File: config.mk
export PLATFORM = sky130hd
export DESIGN_NAME = axi4_master_engine
export DESIGN_NICKNAME = d
export VERILOG_FILES = /design/src/rtl/axi4_master_engine.sv
export SDC_FILE = /design/constraint.sdc
export NUM_CORES = 1
export LEC_CHECK = 0
export CAP_MARGIN = 20
export CELL_PAD_IN_SITES_DETAIL_PLACEMENT = 2
export CELL_PAD_IN_SITES_GLOBAL_PLACEMENT = 2
export CORE_MARGIN = 2
export CORE_UTILIZATION = 24
export DETAILED_ROUTE_END_ITERATION = 10
export GPL_ROUTABILITY_DRIVEN = 0
export PLACE_DENSITY_LB_ADDON = 0.1
export SLEW_MARGIN = 15
export SYNTH_ARGS = -nofsm -noshare
export SYNTH_HDL_FRONTEND = slang
export SYNTH_SLANG_ARGS = --single-unit
export TNS_END_PERCENT = 100
File: constraint.sdc
create_clock -name clock -period 3.5 [get_ports clock]
set_clock_uncertainty 0.05 [all_clocks]
set_input_delay 1.05 -clock clock [delete_from_list [all_inputs] [get_ports clock]]
set_output_delay 1.05 -clock clock [all_outputs]
set_load 0.005 [all_outputs]
File: src/rtl/axi4_master_engine.sv
// AXI4 initiator engine: a valid/ready command port feeds the AW/AR channels,
// a write-beat port feeds W, and B/R are merged into one response port.
// The AW/AR/W/response stages are registered. Each direction limits the number
// of in-flight bursts to MAX_OUTSTANDING.
// Optional build macro AXI4_MASTER_ENGINE_ERRCNT_EN adds the err_cnt/err_flag
// outputs, which count SLVERR/DECERR responses.
module axi4_master_engine #(
  parameter int ADDR_WIDTH      = 32,
  parameter int DATA_WIDTH      = 64,
  parameter int ID_WIDTH        = 4,
  parameter int MAX_OUTSTANDING = 4
) (
  input  logic                    clock,
  input  logic                    reset,
  input  logic                    cmd_valid,
  output logic                    cmd_ready,
  input  logic                    cmd_write,
  input  logic [ADDR_WIDTH-1:0]   cmd_addr,
  input  logic [ID_WIDTH-1:0]     cmd_id,
  input  logic [7:0]              cmd_len,
  input  logic [2:0]              cmd_size,
  input  logic [1:0]              cmd_burst,
  input  logic                    wd_valid,
  output logic                    wd_ready,
  input  logic [DATA_WIDTH-1:0]   wd_data,
  input  logic [DATA_WIDTH/8-1:0] wd_strb,
  output logic                    rsp_valid,
  input  logic                    rsp_ready,
  output logic                    rsp_write,
  output logic [ID_WIDTH-1:0]     rsp_id,
  output logic [DATA_WIDTH-1:0]   rsp_data,
  output logic [1:0]              rsp_resp,
  output logic                    rsp_last,
  output logic [ADDR_WIDTH-1:0]   AWADDR,
  output logic [ID_WIDTH-1:0]     AWID,
  output logic [7:0]              AWLEN,
  output logic [2:0]              AWSIZE,
  output logic [1:0]              AWBURST,
  output logic                    AWVALID,
  input  logic                    AWREADY,
  output logic [DATA_WIDTH-1:0]   WDATA,
  output logic [DATA_WIDTH/8-1:0] WSTRB,
  output logic                    WLAST,
  output logic                    WVALID,
  input  logic                    WREADY,
  input  logic [ID_WIDTH-1:0]     BID,
  input  logic [1:0]              BRESP,
  input  logic                    BVALID,
  output logic                    BREADY,
  output logic [ADDR_WIDTH-1:0]   ARADDR,
  output logic [ID_WIDTH-1:0]     ARID,
  output logic [7:0]              ARLEN,
  output logic [2:0]              ARSIZE,
  output logic [1:0]              ARBURST,
  output logic                    ARVALID,
  input  logic                    ARREADY,
  input  logic [ID_WIDTH-1:0]     RID,
  input  logic [DATA_WIDTH-1:0]   RDATA,
  input  logic [1:0]              RRESP,
  input  logic                    RLAST,
  input  logic                    RVALID,
  output logic                    RREADY
`ifdef AXI4_MASTER_ENGINE_ERRCNT_EN
  ,
  output logic [15:0]             err_cnt,
  output logic                    err_flag
`endif
);

  localparam int SW = DATA_WIDTH / 8;
  localparam int CW = $clog2(MAX_OUTSTANDING) + 1;
  localparam int PW = (MAX_OUTSTANDING > 1) ? $clog2(MAX_OUTSTANDING) : 1;
  localparam logic [CW:0]   MAX_OCC  = (CW + 1)'(MAX_OUTSTANDING);
  localparam logic [PW-1:0] LAST_PTR = PW'(MAX_OUTSTANDING - 1);

  // Up/down counter step; simultaneous inc/dec holds, decrement saturates at zero.
  function automatic logic [CW-1:0] cnt_step(input logic [CW-1:0] cnt,
                                             input logic inc, input logic dec);
    logic [CW-1:0] res;
    res = cnt;
    if (inc && !dec) begin
      res = cnt + CW'(1'b1);
    end else if (dec && !inc && (cnt != {CW{1'b0}})) begin
      res = cnt - CW'(1'b1);
    end else begin
      res = cnt;
    end
    return res;
  endfunction

  // Circular pointer advance for the len FIFO (depth need not fill the pointer).
  function automatic logic [PW-1:0] ptr_step(input logic [PW-1:0] p);
    return (p == LAST_PTR) ? {PW{1'b0}} : p + PW'(1'b1);
  endfunction

  logic [CW-1:0] wr_cnt_r, rd_cnt_r, len_cnt_r;
  logic [CW:0]   wr_occ_s, rd_occ_s;
  logic [7:0]    len_mem_r [MAX_OUTSTANDING];
  logic [PW-1:0] len_wp_r, len_rp_r, head_ptr_s;
  logic [7:0]    head_len_s, beat_r;
  logic          head_ok_s, beat_last_s;
  logic          cmd_hs_s, aw_hs_s, ar_hs_s, wd_hs_s, w_pop_s, b_hs_s, r_hs_s, rsp_free_s;

  assign cmd_hs_s    = cmd_valid & cmd_ready;
  assign aw_hs_s     = AWVALID & AWREADY;
  assign ar_hs_s     = ARVALID & ARREADY;
  assign wd_hs_s     = wd_valid & wd_ready;
  assign w_pop_s     = WVALID & WREADY & WLAST;
  assign b_hs_s      = BVALID & BREADY;
  assign r_hs_s      = RVALID & RREADY;
  assign rsp_free_s  = !rsp_valid | rsp_ready;
  assign beat_last_s = (beat_r == head_len_s);

  // A pending AxVALID counts as in flight so a reloading slot cannot overshoot the limit.
  always_comb begin
    wr_occ_s = {1'b0, wr_cnt_r} + {{CW{1'b0}}, AWVALID};
    rd_occ_s = {1'b0, rd_cnt_r} + {{CW{1'b0}}, ARVALID};
    if (reset) begin
      cmd_ready = 1'b0;
    end else if (cmd_write) begin
      cmd_ready = (!AWVALID || AWREADY) && (wr_occ_s < MAX_OCC);
    end else begin
      cmd_ready = (!ARVALID || ARREADY) && (rd_occ_s < MAX_OCC);
    end
  end

  // Select the burst length that governs the next accepted write beat; while the
  // last beat of a burst waits in the W register, the following FIFO entry applies.
  always_comb begin
    if (WVALID && WLAST) begin
      head_ptr_s = ptr_step(len_rp_r);
      head_ok_s  = (len_cnt_r > CW'(1'b1));
    end else begin
      head_ptr_s = len_rp_r;
      head_ok_s  = (len_cnt_r != {CW{1'b0}});
    end
    head_len_s = len_mem_r[head_ptr_s];
    if (reset) begin
      wd_ready = 1'b0;
    end else begin
      wd_ready = (!WVALID || WREADY) && head_ok_s;
    end
  end

  // B wins over R; both are accepted only when the response register can take a beat.
  always_comb begin
    if (reset) begin
      BREADY = 1'b0;
      RREADY = 1'b0;
    end else begin
      BREADY = rsp_free_s;
      RREADY = rsp_free_s && !BVALID;
    end
  end

  // Write address stage: load on write command, hold payload until AWREADY.
  always_ff @(posedge clock) begin
    if (reset) begin
      AWVALID <= 1'b0;
      AWADDR  <= {ADDR_WIDTH{1'b0}};
      AWID    <= {ID_WIDTH{1'b0}};
      AWLEN   <= 8'h00;
      AWSIZE  <= 3'b000;
      AWBURST <= 2'b00;
    end else if (cmd_hs_s && cmd_write) begin
      AWVALID <= 1'b1;
      AWADDR  <= cmd_addr;
      AWID    <= cmd_id;
      AWLEN   <= cmd_len;
      AWSIZE  <= cmd_size;
      AWBURST <= cmd_burst;
    end else if (AWREADY) begin
      AWVALID <= 1'b0;
    end
  end

  // Read address stage: load on read command, hold payload until ARREADY.
  always_ff @(posedge clock) begin
    if (reset) begin
      ARVALID <= 1'b0;
      ARADDR  <= {ADDR_WIDTH{1'b0}};
      ARID    <= {ID_WIDTH{1'b0}};
      ARLEN   <= 8'h00;
      ARSIZE  <= 3'b000;
      ARBURST <= 2'b00;
    end else if (cmd_hs_s && !cmd_write) begin
      ARVALID <= 1'b1;
      ARADDR  <= cmd_addr;
      ARID    <= cmd_id;
      ARLEN   <= cmd_len;
      ARSIZE  <= cmd_size;
      ARBURST <= cmd_burst;
    end else if (ARREADY) begin
      ARVALID <= 1'b0;
    end
  end

  // Outstanding burst counters per direction.
  always_ff @(posedge clock) begin
    if (reset) begin
      wr_cnt_r <= {CW{1'b0}};
      rd_cnt_r <= {CW{1'b0}};
    end else begin
      wr_cnt_r <= cnt_step(wr_cnt_r, aw_hs_s, b_hs_s);
      rd_cnt_r <= cnt_step(rd_cnt_r, ar_hs_s, r_hs_s && RLAST);
    end
  end

  // Length FIFO: AWLEN pushed at AW acceptance, popped at the WLAST handshake.
  always_ff @(posedge clock) begin
    if (reset) begin
      for (int i = 0; i < MAX_OUTSTANDING; i++) begin
        len_mem_r[i] <= 8'h00;
      end
      len_wp_r  <= {PW{1'b0}};
      len_rp_r  <= {PW{1'b0}};
      len_cnt_r <= {CW{1'b0}};
    end else begin
      if (aw_hs_s) begin
        len_mem_r[len_wp_r] <= AWLEN;
        len_wp_r            <= ptr_step(len_wp_r);
      end
      if (w_pop_s) begin
        len_rp_r <= ptr_step(len_rp_r);
      end
      len_cnt_r <= cnt_step(len_cnt_r, aw_hs_s, w_pop_s);
    end
  end

  // Write data stage with beat counter; WLAST is decided when the beat is accepted.
  always_ff @(posedge clock) begin
    if (reset) begin
      WVALID <= 1'b0;
      WDATA  <= {DATA_WIDTH{1'b0}};
      WSTRB  <= {SW{1'b0}};
      WLAST  <= 1'b0;
      beat_r <= 8'h00;
    end else if (wd_hs_s) begin
      WVALID <= 1'b1;
      WDATA  <= wd_data;
      WSTRB  <= wd_strb;
      WLAST  <= beat_last_s;
      beat_r <= beat_last_s ? 8'h00 : beat_r + 8'h01;
    end else if (WREADY) begin
      WVALID <= 1'b0;
    end
  end

  // One-entry response register merging B completions and R beats.
  always_ff @(posedge clock) begin
    if (reset) begin
      rsp_valid <= 1'b0;
      rsp_write <= 1'b0;
      rsp_id    <= {ID_WIDTH{1'b0}};
      rsp_data  <= {DATA_WIDTH{1'b0}};
      rsp_resp  <= 2'b00;
      rsp_last  <= 1'b0;
    end else if (b_hs_s) begin
      rsp_valid <= 1'b1;
      rsp_write <= 1'b1;
      rsp_id    <= BID;
      rsp_data  <= {DATA_WIDTH{1'b0}};
      rsp_resp  <= BRESP;
      rsp_last  <= 1'b1;
    end else if (r_hs_s) begin
      rsp_valid <= 1'b1;
      rsp_write <= 1'b0;
      rsp_id    <= RID;
      rsp_data  <= RDATA;
      rsp_resp  <= RRESP;
      rsp_last  <= RLAST;
    end else if (rsp_ready) begin
      rsp_valid <= 1'b0;
    end
  end

`ifdef AXI4_MASTER_ENGINE_ERRCNT_EN
  // Count SLVERR/DECERR responses (saturating) and latch a sticky error flag.
  always_ff @(posedge clock) begin
    if (reset) begin
      err_cnt  <= 16'h0000;
      err_flag <= 1'b0;
    end else if ((b_hs_s && BRESP[1]) || (r_hs_s && RRESP[1])) begin
      err_flag <= 1'b1;
      if (err_cnt != 16'hFFFF) begin
        err_cnt <= err_cnt + 16'h0001;
      end
    end
  end
`endif

endmodule

==> parameters.txt <==
Parameter                              Value

Drt
  Drt pass-1 iters ... 4
  Drc violations ... 0
  Antenna-violating nets left ... 0
  Initial drt markers ... 430
  Wire length per cell after detailed routing ... 19.71 µm
  Average vias per placed instance ... 4.629
  Routed vias ... 11430
  Detailed Route WL ... 48680 µm

Hold path
  Worst min-delay path class ... flop to flop
  Hold path start ... WDATA[7]$_SDFFE_PP0P_
  Endpoint of the worst hold path ... WDATA[7]$_SDFFE_PP0P_
  Worst Hold Path Cells ... 2

Layout
  Number of nets in the final layout ... 2038
  Final Util ... 37.98%
  Ratio of cells with drive above 1 in the final layout ... 6.287%
  Synth-to-Final Area Change ... 56.26%

Synthesis
  Number of flops mapped to enable cells by yosys ... 32
  Cell types with the highest counts after synthesis ... nand2_1 (497), dfxtp_1 (268), a21oi_1 (255)
  Most numerous cell in the Yosys netlist ... nand2_1
  Total of flip-flops plus latches after synthesis ... 300
  Top FF cell, synth ... dfxtp_1
  Cell variety after synth ... 60
  Top post-synthesis cells by area ... dfxtp_1 (46%), nand2_1 (16%), a21oi_1 (11%)
  Synthesized Nets ... 1602
  Post-Synthesis Cells ... 1384
  Average cell area after synthesis ... 8.385 µm²
  Post-synthesis async set-or-reset flop share ... 0%
  Area leader, netlist ... dfxtp_1
  Netlist Area Pre-Place ... 0.01160 mm²
  Area share of the largest cell type after synthesis ... 46.23%
  Sequential-to-total area share from yosys stat ... 54.51%
  Warnings from Yosys ... 0

Timing
  Max-slew violations ... 0
  Worst rel slew slack ... 49.09%
  Number of hold-slack violations in the final timing report ... 0
  Top achievable clock speed ... 294.2 MHz
  Least-Margin Pin Slew ... 0.7637 ns
  Final cycle utilization of the critical path ... 97.11%
  Unrepaired setup endpoints after global routing ... no
  Count of final setup violators ... 0
  Time the final worst path needs with I/O delays and setup ... 3.399 ns
  Sum of negative setup slack ... 0 ns
  Worst setup margin ... 0.1012 ns

CTS
  Num CTS Buffers ... 38
  Clock sink count ... 300
  Clock root buffer master ... clkbuf_16
  Quantity of gates resized following cts ... 6
  Number of buffers on the longest clock path ... 3
  Reg clk slew, reported paths ... 0.05 ns
  TritonCTS clock tree ... built
  CTS Hold Buffers Added ... 0
  Post-CTS Setup Repair Bufs ... 0
  H-Tree Level Count ... 2
  Clock latency reported for the late side of the worst-skew pair ... 0.54 ns

Power
  Sw Share ... 23.30%
  Internal power component ... 6.292 mW
  PD cells ... 452.4 mW/mm²
  Worst voltage drop across the vdd grid ... 0.0002567 V
  Combinational fraction of design power ... 8.9%
  Part of the power in the clock network ... 47.1%
  Sequential power share ... 44.0%
  Leakage power of the design ... 6.292 nW
  Reported net switching power ... 1.912 mW

Global route
  Wire length of the first global-routing pass ... 73340 µm
  Total global-route track usage ... 18.81%
  Antenna violations before repair ... 13
  Via count of the first global-routing pass ... 12540
  Pin count of the biggest net entering global routing ... 74
  Global route overflow ... 0

Worst setup path
  Startpoint-to-endpoint class of the critical path ... input pin to primary output
  Startpoint type of the worst setup path ... input pin
  Register-to-Register Setup Slack ... 0.23 ns
  Slowest cell on the critical path ... clkdlybuf4s50_1
  CP peak stage delay ... 0.49 ns
  Required time of the critical path ... 2.40 ns
  Startpoint of the worst register-to-register path ... len_rp_r[0]$_SDFFE_PP0P_
  Peak fanout along the critical path ... 2
  Element type at the critical path end ... primary output
  Reg-to-reg endpoint ... beat_r[6]$_SDFFE_PP0P_
  Arrival @ worst endpoint ... 2.30 ns
  Cell breakdown of the critical path ... clkdlybuf4s50_1, nor2b_1, a211oi_2, o31a_1, dlygate4sd2_1
  Register-to-Register Path Depth ... 7

Job
  Max-cap violations ... 0

Floorplan
  Initial cell density of the core ... 24.31%
  Area enclosed by the die boundary ... 0.05013 mm²
  Area of the placeable core ... 0.04775 mm²
  # IOs ... 460
  Number of placement rows ... 80
  Die Span Y ... 223.9 µm
  Die span in x ... 223.9 µm

Status
  Run status ... finished, final reports clean

Place
  Final HPWL from detailed placement ... 34590 µm
  Setup WS pre-CTS ... -0.2601 ns
  Count of port buffers added during placement ... 459
==> worst max path at each step <==
stage	startpoint	end	slack, ns
2_1_floorplan	reset	BREADY	0.20
3_3_place_gp	AWREADY	cmd_ready	-0.30
3_5_place_dp	AWREADY	cmd_ready	-0.26
4_1_cts	AWREADY	cmd_ready	0.09
5_1_grt	AWREADY	cmd_ready	0.0006
6_report	WREADY	wd_ready	0.10
==> sequential cells by signal (all words and copies together) (netlist names), 3 cells and up <==
register and cells:
ARADDR 32, WDATA 64, AWSIZE 3, AWADDR 32, beat_r 8, WSTRB 8, rsp_id 4, AWID 4
len_mem_r 32, rsp_data 64, AWLEN 8, ARLEN 8, ARID 4, len_cnt_r 3, rd_cnt_r 3, ARSIZE 3
wr_cnt_r 3
==> per-layer routing <==
metal / vias up / track usage (%) / wire length [µm]
li1: 5506 / - / -
met1: 5532 / 19.98 / 18680
met2: 303 / 33.68 / 24620
met3: 84 / 6.375 / 3579
met4: 8 / 8.366 / 1746
met5: - / 0 / 57
==> layout by cell type, fill, tap and decap left out, types with 6 or more instances in the layout <==
| master | count |
|---|---|
| clkbuf_16 | 41 |
| clkdlybuf4s50_1 | 454 |
| clkbuf_8 | 6 |
| a22oi_1 | 6 |
| nand3_1 | 19 |
| ha_1 | 7 |
| a311oi_1 | 9 |
| diode_2 | 10 |
| inv_1 | 6 |
| o21ai_0 | 11 |
| buf_4 | 30 |
| a21oi_1 | 253 |
| nand2_1 | 495 |
| nor3_1 | 8 |
| nor2_1 | 18 |
| edfxtp_1 | 32 |
| dfxtp_1 | 268 |
| clkbuf_1 | 12 |
| and2_1 | 25 |
| and3_1 | 21 |
| xnor2_1 | 6 |
| nand4_1 | 6 |
==> stage by stage <==
step                      cell area [µm²]  instances  power [mW]  hold slack, ns
after floorplan                     11600       1384       3.907          0.4027
after global placement              16900       2395       4.413          0.3913
after detailed placement            16900       2395       4.432          0.4005
after CTS                           18110       2460       8.365          0.4095
after global routing                18130       2468       8.544          0.4248
final                               18130       2470       8.203          0.4052
==> cell type report <==
class / count / area (µm²)
multi-input cells: 980 / 4870
clock buffers: 59 / 1154
diodes: 10 / 25.02
well taps: 615 / 769.5
repair buffers: 494 / 4917
inverters: 6 / 22.52
clock inverters: 6 / 50.05
fillers: 5325 / 29610
flip-flops and latches: 300 / 6326
==> power groups by stage <==
stage	logic (mW)	clock network, mW	registers (mW)
floorplan	0.227	0	3.68
global placement	0.735	0	3.68
detailed placement	0.748	0	3.68
CTS	0.752	4.00	3.61
global route	0.801	4.12	3.62
finish	0.734	3.86	3.61
==> critical path, delay by kind of cell <==
| family | cells | cell delay (ns) |
|---|---|---|
| simple gates | 1 | 0.07 |
| compound gates | 2 | 0.41 |
| buf+inv | 2 | 0.76 |
==> cell families (layout without fill, tap and decap cells) <==
logic type | after synthesis | in the layout | share of synthesized area (%)
buffers and inverters | 104 | 565 | 3.720
AND/OR/NAND/NOR | 633 | 633 | 23.48
adder cells (fa/ha/maj) | 9 | 9 | 1.100
other | 0 | 10 | 0
multiplexers | 4 | 4 | 0.3450
AO/OA/AOI/OAI | 324 | 324 | 16.09
flip-flops | 300 | 300 | 54.51
XOR/XNOR | 10 | 10 | 0.7547
No activity file was read; power rests on OpenSTA's default activity.
